<file path="src/rtl/lr3_pkg.sv">
// Shared constants for the lr3 hex-entry display: digit count, glyph table, blank codes.
package lr3_pkg;

  localparam int unsigned NUM_DIGITS = 8;
  localparam int unsigned DIGIT_W    = 4;
  localparam int unsigned SEG_W      = 7;

  // Blanked display: all cathodes and anodes inactive (active-low outputs).
  localparam logic [SEG_W-1:0]      CAT_OFF = 7'h7F;
  localparam logic [NUM_DIGITS-1:0] AN_OFF  = 8'hFF;

  // Active-low segment patterns, CAT[0]=a .. CAT[6]=g; entry k is the glyph for hex value k.
  localparam logic [15:0][SEG_W-1:0] GLYPH = {
    7'h0E, 7'h06, 7'h21, 7'h46,   // F E d C
    7'h03, 7'h08, 7'h10, 7'h00,   // b A 9 8
    7'h78, 7'h02, 7'h12, 7'h19,   // 7 6 5 4
    7'h30, 7'h24, 7'h79, 7'h40    // 3 2 1 0
  };

endpackage

</file>
<file path="src/rtl/lr3_hex7seg.sv">
// Hex digit to active-low seven-segment glyph decoder.
module hex7seg
  import lr3_pkg::*;
(
  input  logic [DIGIT_W-1:0] hex,
  output logic [SEG_W-1:0]   seg
);

  // Table lookup of the glyph for the incoming nibble.
  always_comb begin
    seg = GLYPH[hex];
  end

endmodule

</file>
<file path="src/rtl/lr3.sv">
// Eight-digit hex entry shift register with a time-multiplexed seven-segment scan.
// Digits that have not been entered since reset are blanked.
module lr3
  import lr3_pkg::*;
#(
  parameter int unsigned NUM_DIGITS = lr3_pkg::NUM_DIGITS
) (
  input  logic                  CLK,
  input  logic                  RST,
  input  logic                  BTN_CE,
  input  logic [DIGIT_W-1:0]    DAT_I,
  input  logic                  DISP_CE,
  output logic [SEG_W-1:0]      CAT,
  output logic [NUM_DIGITS-1:0] AN
);

  localparam int unsigned SW = $clog2(NUM_DIGITS);
  localparam int unsigned FW = $clog2(NUM_DIGITS + 1);

  logic [NUM_DIGITS-1:0][DIGIT_W-1:0] digits;
  logic [FW-1:0]                      fc;
  logic [SW-1:0]                      scan;
  logic [DIGIT_W-1:0]                 cur_digit;
  logic [SEG_W-1:0]                   cur_glyph;
  logic                               cur_valid;

  // Digit shift register: newest entry lands in position 0, oldest falls off the top.
  always_ff @(posedge CLK or negedge RST) begin
    if (!RST) begin
      digits <= '0;
    end else if (BTN_CE) begin
      digits <= {digits[NUM_DIGITS-2:0], DAT_I};
    end
  end

  // Fill count, saturating once every position holds an entered digit.
  always_ff @(posedge CLK or negedge RST) begin
    if (!RST) begin
      fc <= '0;
    end else if (BTN_CE && (fc != FW'(NUM_DIGITS))) begin
      fc <= fc + FW'(1);
    end
  end

  // Scan index; power-of-two digit count makes the natural wrap the modulo.
  always_ff @(posedge CLK or negedge RST) begin
    if (!RST) begin
      scan <= '0;
    end else if (DISP_CE) begin
      scan <= scan + SW'(1);
    end
  end

  // Digit currently selected by the scan and whether it has been entered.
  always_comb begin
    cur_digit = digits[scan];
    cur_valid = (FW'(scan) < fc);
  end

  hex7seg u_hex7seg (
    .hex (cur_digit),
    .seg (cur_glyph)
  );

  // Drive the selected anode and glyph, or blank the display for unfilled positions.
  always_comb begin
    AN  = AN_OFF;
    CAT = CAT_OFF;
    if (cur_valid) begin
      AN  = ~(NUM_DIGITS'(1) << scan);
      CAT = cur_glyph;
    end
  end

endmodule

</file>
<file path="config.mk">
export PLATFORM = sky130hd
export DESIGN_NAME = lr3
export DESIGN_NICKNAME = d
export VERILOG_FILES = /design/src/rtl/lr3_pkg.sv /design/src/rtl/lr3_hex7seg.sv /design/src/rtl/lr3.sv
export SDC_FILE = /design/constraint.sdc
export NUM_CORES = 1
export LEC_CHECK = 0
export ABC_AREA = 1
export BUFFER_PORTS_ARGS = -buffer_cell sky130_fd_sc_hd__buf_2
export CAP_MARGIN = 10
export CORE_UTILIZATION = 60
export CTS_BUF_LIST = sky130_fd_sc_hd__clkbuf_8
export DETAILED_ROUTE_END_ITERATION = 10
export PLACE_DENSITY_LB_ADDON = 0.25
export SLEW_MARGIN = 20
export SYNTH_ARGS = -nofsm -noshare
export SYNTH_HDL_FRONTEND = slang
export SYNTH_SLANG_ARGS = --single-unit
</file>
<file path="constraint.sdc">
create_clock -name CLK -period 2.2 [get_ports CLK]
set_input_delay 0.11 -clock CLK [delete_from_list [all_inputs] [get_ports CLK]]
set_output_delay 0.11 -clock CLK [all_outputs]
set_load 0.1 [all_outputs]
</file>
[Word-level counts from Yosys, hierarchy flattened]
Memory sizes are Yosys's and may differ from the RTL's.
Index checks and enable logic that the tools add are counted.
Word-level totals
  bits in registers: 39
  memory bits (read-only): 112
  input bits: 8
  logic and storage cells: 25
  memories: 1
Memory list
  (name not given): words 16, bits a word 7, read ports 1, clocked after Yosys merged registers in 0, wr ports 0, RTL line lr3_hex7seg.sv:11  | seg = GLYPH[hex];
Cells by class
  add/sub/neg operators: 2
  $lt $le $gt $ge: 3
  equal/unequal tests: 1
  shifts and indexed selects: 1
  muxes and demuxes: 5
  bitwise gates (word level): 1
  reductions and logical operators: 1
Operators by type and width (number)
  $mux 7: 2
  $bmux 4 s3: 1
  $mux 8: 1
  $not 8->8: 1
  $shl 1x3->8 const A: 1
  $lt 4x5->1 const B: 1
  $add 4x1->4 const B: 1
  $lt 3x4->1: 1
  $lt 3x4->1 const B: 1
  $mux 4: 1
  $ne 4x4->1 const B: 1
  $add 3x1->3 const B: 1
  $logic_and 1x1->1: 1

[Logic depth before layout (Yosys ltp)]
  word-level depth: 5
  mapped depth: 13
  depth with buffers taken out: 11

[Hierarchy]
From an unflattened synthesis, not the netlist that was laid out.
Second synthesis, totals
  cells, all modules: 344
  area total of the unflattened synthesis: 2518.7 um2
By module, submodules not included
  lr3: instances 1, cells an instance 295, area each 2244.7 um2, seq. area each 975.9 um2
  hex7seg: instances 1, cells an instance 49, area each 274.0 um2, seq. area each 0.0 um2

[Least setup slack after synthesis]
OpenSTA, ideal clock, no wires.
  path kind: register -> output
  start point: register scan[0]
  end point: output port CAT[2]
  arrival: 2.866 ns
  data required time: 2.090 ns
  setup slack: -0.776 ns
  stages on the path, launching flop included: 13
  cells stage by stage: dfrtp_1 buf_6 inv_8 buf_8 nand2_1 nand3_1 nand2_1 nand2_1 nand2_1 ha_1 inv_1 nand3_1 o211ai_1
Between the ends
  longest elaborated chain between the ends: 5
  elaborated cells between the ends (all ways): 6
  classes of those cells: 1 x order compare; 4 x mux; 1 x memory
RTL lines
  from (decl): RTL line lr3.sv:22  | logic [SW-1:0] scan;
  from (signal assigned): RTL line lr3.sv:50  | scan <= scan + SW'(1);
  $bmux 4 s3: RTL line lr3.sv:56  | cur_digit = digits[scan];
  $mux 4 (implied by the code): RTL line lr3.sv:56
  $mem_v2 16x7
  $mux 7 (implied by the code): RTL line lr3_hex7seg.sv:11
  $mux 7 *: RTL line lr3.sv:69  | if (cur_valid) begin
  to (decl): RTL line lr3.sv:13  | output logic [SEG_W-1:0] CAT,
Mark *: on every way between the ends. The rest lies on a longest branch, timed or not. The select of a mux whose other input is x is not followed.

[Worst setup path in the final report]
  start point: register scan[1]
  end point: output port CAT[2]
Same word-level chain as after synthesis.

==> impl_metrics.csv <==
group,metric,value,unit
synthesis,post_synth.cell_area_avg,7.77,µm²
drt,final_antenna_net_count,0,
setup_path,timing.critical_path.mode_cell,"sky130_fd_sc_hd__nand3_2",
synthesis,share_of_the_yosys_chip_area_belonging_to_registers,0.412,
setup_path,worstSetupEndpointType,"output pin",
synthesis,syn-cell-area,2370,µm²
sta,maxClockFrequency,407,MHz
synthesis,post-synth-top-count-cell,"sky130_fd_sc_hd__nand2_1",
clock_tree,clock_tree.root_cell,"sky130_fd_sc_hd__clkbuf_8",
flow_run,maxCapViolCount,0,
floorplan,die_w,64.8,µm
setup_path,reg2reg_slack,0.68,ns
global_routing,all_layer_gr_usage,0.297,
floorplan,fp.dieH,64.8,µm
floorplan,design.die.area,4200,µm²
floorplan,initial_utilization,0.638,
finish,area_delta_synth_final,36.6,%
place,io_buffer_count,22,
floorplan,number_of_core_rows,22,
synthesis,synth_largest_area_cell,"sky130_fd_sc_hd__dfrtp_1",
setup_path,cp-endpoint,"CAT[2]",
setup_path,criticalPathCategory,"reg -> out",
floorplan,core,3720,µm²
finish,layout.cell_area.non_filler,3240,µm²
sta,finalSetupViolCount,9,
drt,first_iter_violations,217,
place,placedInstanceArea,2700,µm²
drt,wl_per_cell,18.7,µm
drt,vias_per_cell,5.91,
setup_path,worstPathMaxFanout,8,
synthesis,synth.area.top_cells,"sky130_fd_sc_hd__dfrtp_1 41%, sky130_fd_sc_hd__nand2_1 14%, sky130_fd_sc_hd__nand3_1 9.9%",
global_routing,grt_antenna_before_repair,0,
setup_path,critical_path.reg2reg.endpoint,"scan[2]$_DFFE_PN0P_",
synthesis,postSynthRegisterBits,39,
hold_path,holdCritPathClass,"in -> reg",
clock_tree,clk_pin_slew,0.08,ns
drt,detail_route.first_pass.iterations,6,
place,place.detailed.hpwl,3660,µm
sta,pnr_worst_setup_slack,-0.259,ns
global_routing,first_global_vias,2151,
drt,drcViolationCount,0,
setup_path,worstRegToRegCells,5,
global_routing,grt-ovfl-total,0,
synthesis,synth_cells,305,
setup_path,setup.worst_path.start,"scan[1]$_DFFE_PN0P_",
drt,route.vias.total,2360,
floorplan,i_o_pin_count,23,
setup_path,critical_path_arrival,2.35,ns
clock_tree,htree_num_levels,2,
setup_path,crit_required,2.09,ns
synthesis,async_reset_ff_frac,1.00,
synthesis,synth_top_area_share,0.412,
clock_tree,clock_path_buffers,2,
sta,post-route-period-util,1.12,
finish,filler_cell_count,173,
synthesis,synth.cells.most_frequent,"91 x sky130_fd_sc_hd__nand2_1, 47 x sky130_fd_sc_hd__nand3_1, 42 x sky130_fd_sc_hd__inv_1, 39 x sky130_fd_sc_hd__dfrtp_1, 34 x sky130_fd_sc_hd__o21ai_0",
clock_tree,cts_tree,"built",
finish,drive_above_1_share,0.322,
place,gpl.final_weighted_congestion,1.06,
sta,slew_at_the_pin_closest_to_its_max_slew_limit,0.859,ns
clock_tree,cts_num_sinks,39,
sta,timing.final.max_slew_violations,0,
finish,nets,374,
sta,worst_clock_skew,0.00446,ns
drt,wirelength_routed,7470,µm
global_routing,grt_start_max_net_pins,40,
setup_path,critPathSlowestCell,"sky130_fd_sc_hd__dfrtp_2",
setup_path,cells_along_the_critical_path,"buf_4, nand3_1, nand3_2, nand2_4, ha_4, inv_2, nand3_2, o211ai_1, clkbuf_16",
clock_tree,clock_latency,0.30,ns
sta,relSlewSlack,0.427,
status,run_status,"complete, but fails checks",
synthesis,ys_dominant_reg_cell,"sky130_fd_sc_hd__dfrtp_1",
sta,layout_min_cycle_time,2.46,ns
clock_tree,cts_inserted_buffers,5,
status,violations,"setup timing",
setup_path,cp_startpoint_kind,"flip-flop",
sta,finalHoldViolCount,0,
synthesis,synthDistinctLibCells,23,
synthesis,synth.yosys.warnings,0,
sta,rsz0062_at_grt,"yes",
finish,diodes,0,
synthesis,edff_count_synth,0,
setup_path,worst_path_largest_cell_delay,0.46,ns
setup_path,worst_r2r_startpoint,"scan[0]$_DFFE_PN0P_",
synthesis,syn_nets,329,
global_routing,grt_first_pass_wirelength,9460,µm
==> metrics by stage <==
stage          setup TNS (ns)  hold slack [ns]  setup WS, ns   util  instances
3_5_place_dp                0            0.261        0.0958  0.726        369
4_1_cts                     0           0.0169       0.00764  0.790        391
3_3_place_gp                0            0.257         0.148  0.726        369
5_1_grt                 -1.54           0.0404        -0.257  0.871        399
6_report                -1.07           0.0115        -0.259  0.871        399
2_1_floorplan          -0.940           -0.186        -0.724      -        305
==> kinds of logic (layout without fill, tap and decap cells) <==
kind of cell,count (synthesis),after routing,synth area share
DFF,39,39,0.412
and+or+nand+nor,148,148,0.281
adders and majority gates,16,16,0.0845
AOI/OAI and AO/OA,39,39,0.0919
xor gates and xnor gates,4,4,0.0148
buffers and inverters,59,105,0.116
==> worst min path at each step <==
stage | start | end | slack, ns | cells past startpoint
after floorplan | RST | digits[0]$_DFFE_PN0P_ | -0.19 | 0
after global placement | RST | fc[2]$_DFFE_PN0P_ | 0.26 | 1
after detailed placement | RST | fc[2]$_DFFE_PN0P_ | 0.26 | 1
after CTS | DAT_I[1] | digits[1]$_DFFE_PN0P_ | 0.02 | 3
after global routing | DAT_I[0] | digits[0]$_DFFE_PN0P_ | 0.04 | 3
final | DAT_I[1] | digits[1]$_DFFE_PN0P_ | 0.01 | 3
==> metal layers <==
metal	global-route usage	wire, µm	up-vias	share of wire
met5	0	0	-	0
met1	0.361	2750	1125	0.37
met3	0.0810	480	54	0.064
met4	0.106	477	0	0.064
met2	0.503	3760	130	0.50
li1	-	-	1051	-
==> final cells by class <==
class | count | area [µm²] | area share
Sequential cell | 39 | 978 | 0.302
Timing Repair Buffer | 50 | 544 | 0.168
Tap cell | 48 | 60.1 | 0.0185
Clock buffer | 6 | 82.6 | 0.0255
Timing Repair inverter | 1 | 8.76 | 0.00270
Inverter | 46 | 188 | 0.0580
Multi-Input combinational cell | 207 | 1360 | 0.421
Clock inverter | 2 | 13.8 | 0.00425
==> worst max-delay path, delay by kind of cell (launching register included) <==
family	cells	cell delay, ns
buffers and inverters	3	0.57
adder cells (fa/ha/maj)	1	0.18
AND/OR/NAND/NOR	4	0.51
AO/OA/AOI/OAI	1	0.33
flip-flops	1	0.46
==> cells in the final DEF (no fill, tap or decap), drive strengths merged <==
cell         count
a21boi           1
a21oi            1
buf             45
clkbuf          10
clkinv           2
dfrtp           39
dlygate4sd3      1
ha              16
inv             47
nand2           95
nand3           51
nand4            1
nor2             1
o211ai           1
o21a             1
o21ai           35
xor2             4
==> registers in the layout, summed over array words and instances (netlist names) <==
name,cells
fc,4
scan,3
digits,32
==> what timing repair did <==
action / 4_1_cts / 5_1_grt
hold buffers: 1 / 0
endpoints found under the setup margin: 12 / 12
buffers inserted: 12 / 7
endpoints found under the hold margin: 39 / 0
gates resized for setup: 10 / 51
pin swaps: 5 / 8
gates cloned: 1 / 1
Power is not shown: default switching activity piles up to over one toggle a cycle in this logic, so the estimate is an artifact.
